$ cat src/rtl/osc_pkg.sv
// Shared definitions for the oscillator sequencer: FSM state encoding and Q2.29 helpers.
package osc_pkg;

    localparam int DATA_W = 32;
    localparam int FRAC_W = 29;

    typedef enum logic [1:0] {
        ST_IDLE = 2'd0,
        ST_LOAD = 2'd1,
        ST_RUN  = 2'd2
    } osc_state_t;

    // Integer value expressed as a Q2.29 fixed-point word.
    function automatic logic signed [DATA_W-1:0] q_from_int(input int v);
        return DATA_W'(v) <<< FRAC_W;
    endfunction

endpackage

$ cat src/rtl/osc_tick_div.sv
// Sample-period divider: emits a one-cycle registered tick every div+1 counted cycles.
module osc_tick_div #(
    parameter int DIV_W = 16
) (
    input  logic             Fg_CLK,
    input  logic             RESETn,
    input  logic             clr,
    input  logic             en,
    input  logic [DIV_W-1:0] div,
    output logic             tick
);

    logic [DIV_W-1:0] cnt;
    logic [DIV_W-1:0] cnt_eff;

    // A clear counts as the first cycle of a fresh period, so the first tick lands div+1 cycles later.
    assign cnt_eff = clr ? '0 : cnt;

    always_ff @(posedge Fg_CLK) begin
        if (!RESETn) begin
            cnt  <= '0;
            tick <= 1'b0;
        end else if (clr || en) begin
            if (cnt_eff == div) begin
                cnt  <= '0;
                tick <= 1'b1;
            end else begin
                cnt  <= cnt_eff + DIV_W'(1);
                tick <= 1'b0;
            end
        end else begin
            tick <= 1'b0;
        end
    end

endmodule

$ cat src/rtl/osc_sequencer.sv
// Control stage ahead of the recursive sine oscillator: coefficient handshake,
// seed/tick generation and zero-crossing-aligned coefficient reloads.
module osc_sequencer #(
    parameter int DATA_W     = 32,
    parameter int DIV_W      = 16,
    parameter int ZC_TIMEOUT = 1024
) (
    input  logic                     Fg_CLK,
    input  logic                     RESETn,
    input  logic                     Run,
    input  logic                     Cfg_Valid,
    output logic                     Cfg_Ready,
    input  logic signed [DATA_W-1:0] Cfg_Init1,
    input  logic signed [DATA_W-1:0] Cfg_Init2,
    input  logic        [DIV_W-1:0]  Cfg_Div,
    input  logic signed [DATA_W-1:0] Osc_Out1,
    output logic                     Osc_Ready,
    output logic                     Osc_Enable,
    output logic signed [DATA_W-1:0] Osc_Init1,
    output logic signed [DATA_W-1:0] Osc_Init2,
    output logic                     Running
);
    import osc_pkg::*;

    localparam int TO_W = $clog2(ZC_TIMEOUT + 1);

    function automatic logic is_neg(input logic signed [DATA_W-1:0] x);
        return x < 0;
    endfunction

    osc_state_t               state, state_nxt;
    logic                     pending, loaded, copy, accept;
    logic signed [DATA_W-1:0] sh_init1, sh_init2, act_init1, act_init2;
    logic        [DIV_W-1:0]  sh_div, act_div;
    logic                     prev_neg, hist_vld, zc, to_hit;
    logic        [TO_W-1:0]   tcnt;
    logic                     div_clr, div_en;

    assign Cfg_Ready = ~pending;
    assign accept    = Cfg_Valid & ~pending;
    assign Osc_Init1 = act_init1;
    assign Osc_Init2 = act_init2;

    assign zc     = hist_vld & prev_neg & ~is_neg(Osc_Out1);
    assign to_hit = 32'(tcnt) >= 32'(ZC_TIMEOUT - 1);

    // The divider only advances while the FSM stays in RUN, so a stop or reload suppresses the next tick.
    assign div_clr = (state == ST_LOAD) && (state_nxt == ST_RUN);
    assign div_en  = (state == ST_RUN)  && (state_nxt == ST_RUN);

    always_ff @(posedge Fg_CLK) begin
        if (!RESETn) state <= ST_IDLE;
        else         state <= state_nxt;
    end

    always_comb begin
        state_nxt = state;
        copy      = 1'b0;
        if (!Run) begin
            state_nxt = ST_IDLE;
        end else begin
            case (state)
                ST_IDLE: if (pending || loaded) begin
                    state_nxt = ST_LOAD;
                    copy      = pending;
                end
                ST_LOAD: state_nxt = ST_RUN;
                ST_RUN: if (Osc_Enable && pending && (zc || to_hit)) begin
                    state_nxt = ST_LOAD;
                    copy      = 1'b1;
                end
                default: state_nxt = ST_IDLE;
            endcase
        end
    end

    always_ff @(posedge Fg_CLK) begin
        if (accept) begin
            sh_init1 <= Cfg_Init1;
            sh_init2 <= Cfg_Init2;
            sh_div   <= Cfg_Div;
        end
    end

    always_ff @(posedge Fg_CLK) begin
        if (!RESETn) begin
            pending   <= 1'b0;
            loaded    <= 1'b0;
            act_init1 <= '0;
            act_init2 <= '0;
            act_div   <= '0;
            Osc_Ready <= 1'b0;
            Running   <= 1'b0;
            prev_neg  <= 1'b0;
            hist_vld  <= 1'b0;
            tcnt      <= '0;
        end else begin
            if (copy) begin
                pending   <= 1'b0;
                act_init1 <= sh_init1;
                act_init2 <= sh_init2;
                act_div   <= sh_div;
            end else if (accept) begin
                pending <= 1'b1;
            end
            if (state_nxt == ST_LOAD) loaded <= 1'b1;
            Osc_Ready <= (state_nxt == ST_LOAD);
            Running   <= (state_nxt != ST_IDLE);
            // Sign history and timeout restart with every seed; both advance only on sample ticks.
            if (state == ST_LOAD) begin
                hist_vld <= 1'b0;
                tcnt     <= '0;
            end else if (state == ST_RUN && Osc_Enable) begin
                prev_neg <= is_neg(Osc_Out1);
                hist_vld <= 1'b1;
                if (pending && 32'(tcnt) < 32'(ZC_TIMEOUT)) tcnt <= tcnt + TO_W'(1);
            end
        end
    end

    osc_tick_div #(
        .DIV_W(DIV_W)
    ) u_tick_div (
        .Fg_CLK (Fg_CLK),
        .RESETn (RESETn),
        .clr    (div_clr),
        .en     (div_en),
        .div    (act_div),
        .tick   (Osc_Enable)
    );

endmodule

$ cat config.mk
export PLATFORM = sky130hd
export DESIGN_NAME = osc_sequencer
export DESIGN_NICKNAME = d
export VERILOG_FILES = /design/src/rtl/osc_pkg.sv /design/src/rtl/osc_tick_div.sv /design/src/rtl/osc_sequencer.sv
export SDC_FILE = /design/constraint.sdc
export NUM_CORES = 1
export LEC_CHECK = 0
export CAP_MARGIN = 20
export CORE_ASPECT_RATIO = 1.5
export CORE_UTILIZATION = 44
export DETAILED_ROUTE_END_ITERATION = 6
export GPL_ROUTABILITY_DRIVEN = 0
export PLACE_DENSITY = 0.76
export SETUP_SLACK_MARGIN = 0.4
export SYNTH_ARGS = -nofsm -noshare
export SYNTH_HDL_FRONTEND = slang
export SYNTH_SLANG_ARGS = --single-unit
export TNS_END_PERCENT = 30
$ cat constraint.sdc
create_clock -name Fg_CLK -period 5.33 [get_ports Fg_CLK]
set_input_delay 1.066 -clock Fg_CLK [delete_from_list [all_inputs] [get_ports Fg_CLK]]
set_output_delay 1.066 -clock Fg_CLK [all_outputs]
set_load 0.02 [all_outputs]
==> results.md, run 1 <==
* Syn Area/Cell at 10.5 sq um
* Gate Count Post-Synth at 704
* Largest net degree at the start of global routing at 107
* Worst-skew pair later-pin latency at 430 ps
* WP depth at 6
* Grt ovf at 0
* Remaining routing DRC violations at 0
* Die ar. at 17300 sq um
* Most frequent cells in the layout: clkdlybuf4s50_1, dfxtp_1, nand2_1, nand3_1, o21ai_0
* Worst path slowest cell: o221ai_2
* Resized cells post-CTS at 0
* Sequential element share of the synthesized area at 0.640
* Main synth FF type: dfxtp_1
* Grt met2 use at 0.328
* Clock Tree Buf Depth at 2
* Placed cell area at 9020 sq um
* # Post-CTS Setup Buffers at 0
* Antenna viol nets, final at 0
* Fmax at 336 MHz
* Area growth syn-to-layout at 30.5%
* Final instance area at 9630 sq um
* Synthesized cell area at 7380 sq um
* Measured slew at the worst slew-check pin at 1060 ps
* Worst path bufs/invs at 1
* Via density at 5.28
* Setup crit start kind: input pin
* Initial core utilization at 0.452
* CP required at 5690 ps
* Worst Skew at 14.0 ps
* Worst r2r src: state[1]$_SDFF_PN0_
* Cell Chain, Critical Path: clkdlybuf4s50_1 > and3b_1 > nor4_1 > o221ai_2 > nand3b_1 > o211ai_1
* Num rows at 57
* Hold WS at 457 ps
* Initial antenna violation count at 0
* CP endpoint kind: flop
* Setup CP Type: in -> reg
* Asr flop ratio synth at 0
* Vias in the first global route at 5395
* Hold buffer count at cts at 0
* Clock tree root driver cell: clkbuf_16
* Yosys reg bits at 196
* GR peak layer: met2
* Max VDD drop at 0.000232 V
* Hold Fails Final Rpt at 0
* Synth unique cells at 58
* IO Port Bufs at 152
* YS warnings at 0
* Max-cap violations at 0
* Global-route usage over all layers at 0.194
* Period minus WS final at 2970 ps
* CTS tree: yes
* Net Count, Synth at 821
* Nets at 952
* HPWL Detailed at 10600 um
* RSZ-0062 raised after global routing: no
* Final core occ at 0.590
* Routed wire length at 16000 um
* Fin. max-slew vios at 0
* Core Region at 16300 sq um
* Overall die height at 161 um
* Final setup viols at 0
* Ant. Diodes at 0
* Run status: finished clean
* CP endpoint: u_tick_div.cnt[9]$_SDFFE_PN0N_
* M1 GR Usage at 0.211
* Filler Cell Count at 1322
* Drt first pass iters at 5
* Post-synth EDFFs at 80
* Slew margin rel. at 0.294
* Horiz. Die Dim at 108 um
* First-pass GRT wire length at 25900 um
* CP Max Fanout at 14
* Sink Count at 196
* Worst path max stage delay at 570 ps
* Commonest non-fill, non-tap cell in the layout: clkdlybuf4s50_1
* Crit path launch: Run
* Met3 usage at 0.0662
* I/O pins at 184
* Pre-CTS WS at 1890 ps
* Per-cell routed wire length at 15.2 um
* Crit path arrival time at 3330 ps
* Cell Pwr Density at 336 nW/um^2
* Hold/Removal Path Class: reg -> reg
* Critical path's top delay family: simple AND/OR/NAND/NOR gates
* Setup ws final at 2360 ps
* R2r setup slk at 2720 ps
* DR vias at 5562
* Setup TNS at 0 ps
* Layout cell share with drive strength beyond 1 at 0.0566
* Period utilization at 0.558
* FF-to-FF path depth at 6
* # H-tree levels at 4
* Cts bufs inserted at 17
* Leakage at 3.25 nW
* R2R Path End: u_tick_div.cnt[5]$_SDFFE_PN0N_
* CTS clk-pin slew, worst paths at 70 ps
* Initial drt markers at 395
-- synth_stat cells (all sizes together) (16+ instances only) --
cell type	number	area [sq um]
buf	16	91.3
clkbuf	29	110
dfxtp	116	2320
edfxtp	80	2400
inv	17	63.8
nand2	109	409
nand3	93	465
nor2	19	71.3
nor2b	17	106
nor3	17	95.1
o21ai	91	455
-- worst reg2reg max path: cells and delay by family (launching register included) --
family	cells	cell delay, ps
DFF	1	480
AOI/OAI and AO/OA	4	1180
and+or+nand+nor	2	880
-- power breakdown --
| group | total, mW | leakage [nW] | switching, mW | internal [mW] |
|---|---|---|---|---|
| clock | 1.27 | 0.287 | 0.599 | 0.668 |
| combinational | 0.303 | 1.25 | 0.164 | 0.139 |
| sequential | 1.67 | 1.71 | 0.0312 | 1.64 |
| total | 3.24 | 3.25 | 0.794 | 2.44 |
-- how the worst min path moves through the flow --
| stage | start | end | slack [ps] | cells after the start |
|---|---|---|---|---|
| 2_1_floorplan | loaded$_SDFFE_PN0P_ | loaded$_SDFFE_PN0P_ | 420 | 2 |
| 3_3_place_gp | loaded$_SDFFE_PN0P_ | loaded$_SDFFE_PN0P_ | 430 | 2 |
| 3_5_place_dp | sh_div[7]$_DFFE_PP_ | act_div[7]$_SDFFE_PN0P_ | 450 | 2 |
| 4_1_cts | Osc_Init1[16]$_SDFFE_PN0P_ | Osc_Init1[16]$_SDFFE_PN0P_ | 460 | 2 |
| 5_1_grt | Osc_Init1[16]$_SDFFE_PN0P_ | Osc_Init1[16]$_SDFFE_PN0P_ | 470 | 2 |
| 6_report | sh_div[4]$_DFFE_PP_ | act_div[4]$_SDFFE_PN0P_ | 460 | 2 |
-- through the flow --
stage	cells	total power, mW
2_1_floorplan	704	1.86
3_3_place_gp	1021	2.00
3_5_place_dp	1021	2.00
4_1_cts	1053	3.27
5_1_grt	1054	3.36
6_report	1054	3.24
-- state kept, by name, indices dropped and copies added, names as in the netlist, 11 cells and up --
signal,count
Osc_Init2,32
u_tick_div.cnt,16
act_div,16
sh_init1,32
Osc_Init1,32
tcnt,11
sh_div,16
sh_init2,32
-- per-layer routing --
layer  routed length, um  share of wire
met3                 915          0.057
met1                6290           0.39
met5                   0              0
met4                 538          0.034
met2                8270           0.52
-- final cells by class --
class | count | area (sq um) | area share
Tap cell | 206 | 258 | 0.0268
Clock buffer | 17 | 425 | 0.0442
Timing Repair Buffer | 157 | 1590 | 0.166
Multi-Input combinational cell | 446 | 2400 | 0.249
Sequential cell | 196 | 4720 | 0.491
Clock inverter | 15 | 163 | 0.0169
Inverter | 17 | 63.8 | 0.00663
-- kinds of logic (layout without fill, tap and decap cells) --
logic type,Yosys count,count (layout),synth area share
XOR/XNOR,10,10,0.0119
AO/OA/AOI/OAI,136,136,0.110
adder cells (fa/ha/maj),1,1,0.00170
multiplexers,1,1,0.00136
buffers and inverters,62,206,0.0360
AND/OR/NAND/NOR,298,298,0.199
flip-flops,196,196,0.640
(Power assumes the default switching activity.)
==> inputs of run 2 (changes only) <==
--- a/config.mk
+++ b/config.mk
@@ -7,10 +7,10 @@
 export LEC_CHECK = 0
 export CAP_MARGIN = 20
 export CORE_ASPECT_RATIO = 1.5
-export CORE_UTILIZATION = 44
+export CORE_UTILIZATION = 49
 export DETAILED_ROUTE_END_ITERATION = 6
 export GPL_ROUTABILITY_DRIVEN = 0
-export PLACE_DENSITY = 0.76
+export PLACE_DENSITY = 0.8
 export SETUP_SLACK_MARGIN = 0.4
 export SYNTH_ARGS = -nofsm -noshare
 export SYNTH_HDL_FRONTEND = slang
==> constraint.sdc (replaced) <==
create_clock -name Fg_CLK -period 2.82 [get_ports Fg_CLK]
set_input_delay 0.564 -clock Fg_CLK [delete_from_list [all_inputs] [get_ports Fg_CLK]]
set_output_delay 0.564 -clock Fg_CLK [all_outputs]
set_load 0.02 [all_outputs]
==> results.md, run 2 (synthesis gave the netlist of run 1 again) <==
* Core Region at 14600 sq um (-11%)
* Num rows at 54 (-5.3%)
* Setup ws final at 611 ps (-1750 ps)
* Sink Count at 196 (unchanged)
* Horiz. Die Dim at 102 um (-5.1%)
* Internal power at 4.66 mW (+91%)
* Global-route usage over all layers at 0.227 (+0.0324)
* Clock power frac at 0.387 (-0.004)
* # Post-CTS Setup Buffers at 0 (unchanged)
* Clock Tree Buf Depth at 2 (unchanged)
* Area growth syn-to-layout at 32.4%
* WHS Path Cells at 2 (unchanged)
* Run status: finished clean
* Fin. max-slew vios at 0 (unchanged)
* FF-to-FF path depth at 7 (+1)
* Initial drt markers at 363 (-8.1%)
* Setup TNS at 0 ps (unchanged)
* Worst r2r src: u_tick_div.cnt[9]$_SDFFE_PN0N_
* Crit path launch: u_tick_div.cnt[9]$_SDFFE_PN0N_
* Period utilization at 0.783
* Measured slew at the worst slew-check pin at 527 ps (-531 ps)
* Fmax at 453 MHz
* Grt ovf at 0 (unchanged)
* Sw Pwr at 1.49 mW (+87%)
* Die ar. at 15600 sq um (-10%)
* Switch share at 0.242 (-0.00350)
* # H-tree levels at 4 (unchanged)
* Leakage at 3.32 nW (+2.3%)
* Antenna viol nets, final at 0 (unchanged)
* Most frequent cells in the layout: clkdlybuf4s50_1, dfxtp_1, nand2_1, nand3_1, o21ai_0
* Routed wire length at 16400 um (+2.6%)
* I/O pins at 184 (unchanged)
* Sequential group share of total power at 0.513 (-0.002)
* Worst-skew pair later-pin latency at 430 ps (about the same)
* Largest net degree at the start of global routing at 107 (unchanged)
* Via density at 5.31 (+0.65%)
* CTS clk-pin slew, worst paths at 70 ps (about the same)
* Commonest non-fill, non-tap cell in the layout: clkdlybuf4s50_1
* Clock tree root driver cell: clkbuf_16
* Max VDD drop at 0.000556 V (+140%)
* Inst Count DP at 1024 (+0.29%)
* Initial antenna violation count at 1 (+1)
* Worst Skew at 8.65 ps (-5.33 ps)
* DR vias at 5614 (+0.93%)
* Worst Min Path Start: loaded$_SDFFE_PN0P_
* Max-cap violations at 0 (unchanged)
* Pre-CTS WS at 205 ps (-1680 ps)
* Cts bufs inserted at 17 (unchanged)
* Final core occ at 0.669 (+0.0794)
* Drt first pass iters at 5 (unchanged)
* Vias in the first global route at 5457 (+1.1%)
* Period minus WS final at 2210 ps
* Final setup viols at 0 (unchanged)
* First-pass GRT wire length at 26900 um (+3.6%)
* CTS tree: yes
* Per-cell routed wire length at 15.5 um (+2.3%)
* HPWL Detailed at 11300 um (+6.8%)
* Comb pwr share at 0.099 (+0.005)
* Slew margin rel. at 0.648 (+0.353)
* Filler Cell Count at 1141 (-14%)
* Final std cells w/o fill at 1057 (+0.28%)
* Overall die height at 152 um (-5.2%)
* Crit path arrival time at 2530 ps (-800 ps)
* Resized cells post-CTS at 0 (unchanged)
* Cell Pwr Density at 629 nW/um^2 (+87%)
* Hold/Removal Path Class: reg -> reg
* Initial core utilization at 0.505 (+0.0538)
* CP endpoint kind: flop
* Setup crit start kind: flop
* Hold Fails Final Rpt at 0 (unchanged)
* IO Port Bufs at 152 (unchanged)
* Hold buffer count at cts at 0 (unchanged)
* Remaining routing DRC violations at 0 (unchanged)
* RSZ-0062 raised after global routing: no
* Nets at 964 (+1.3%)
* Setup CP Type: reg -> reg
* Layout cell share with drive strength beyond 1 at 0.0686 (+0.0120)
* CP Max Fanout at 9 (-5)
* CP required at 3140 ps (-2550 ps)
## run 2: cell count changes in the layout (fill, tap and decap cells not counted)
cell	change
buf_12	+5
clkbuf_1	+1
inv_6	+2
buf_4	+7
inv_8	-2
clkinv_8	-1
clkinv_2	-1
diode_2	+1
clkbuf_8	+1
## run 2: cell type report
class | count | area [sq um] | share of cell area
sequential | 196 | 4720 | 0.484
inverter | 17 | 63.8 | 0.00654
timing repair buffer | 169 | 1750 | 0.179
antenna | 1 | 2.50 | 0.000256
multi-input combinational | 446 | 2400 | 0.246
clock inverter | 13 | 136 | 0.0140
tap | 196 | 245 | 0.0251
clock buffer | 19 | 443 | 0.0454
## run 2: path summary, 6_finish.rpt
check	to	slack (ps)
hold reg to reg	loaded$_SDFFE_PN0P_	440
setup reg to reg	u_tick_div.cnt[12]$_SDFFE_PN0N_	610
hold / removal	loaded$_SDFFE_PN0P_	440
setup / recovery	u_tick_div.cnt[12]$_SDFFE_PN0N_	610
## run 2: critical path, stage by stage, from the launching register on
cell and delay [ps]:
dfxtp_1 530, nor2b_1 90, a2111o_1 430, nor4_4 320, o221ai_2 270, buf_4 240, a32oi_1 140, o21ai_1 80
## run 2: routing by layer
layer	share of wire	GRT usage	wire [um]
met1	0.37	0.244	6120
met2	0.53	0.385	8650
met3	0.059	0.0688	963
met4	0.043	0.129	700
met5	0	0	0
## run 2: stage by stage
stage          area (sq um)  total power [mW]  hold WS [ps]
2_1_floorplan          7380              3.52           416
3_3_place_gp           9180              3.81           425
3_5_place_dp           9180              3.83           432
4_1_cts                9760              6.18           443
5_1_grt                9760              6.37           464
6_report               9760              6.15           439
## run 2: power groups by stage
stage | clock, mW | sequential [mW] | combinational (mW)
CTS | 2.42 | 3.15 | 0.614
floorplan | 0 | 3.26 | 0.257
global placement | 0 | 3.21 | 0.600
global route | 2.55 | 3.17 | 0.660
finish | 2.38 | 3.15 | 0.610
detailed placement | 0 | 3.22 | 0.610
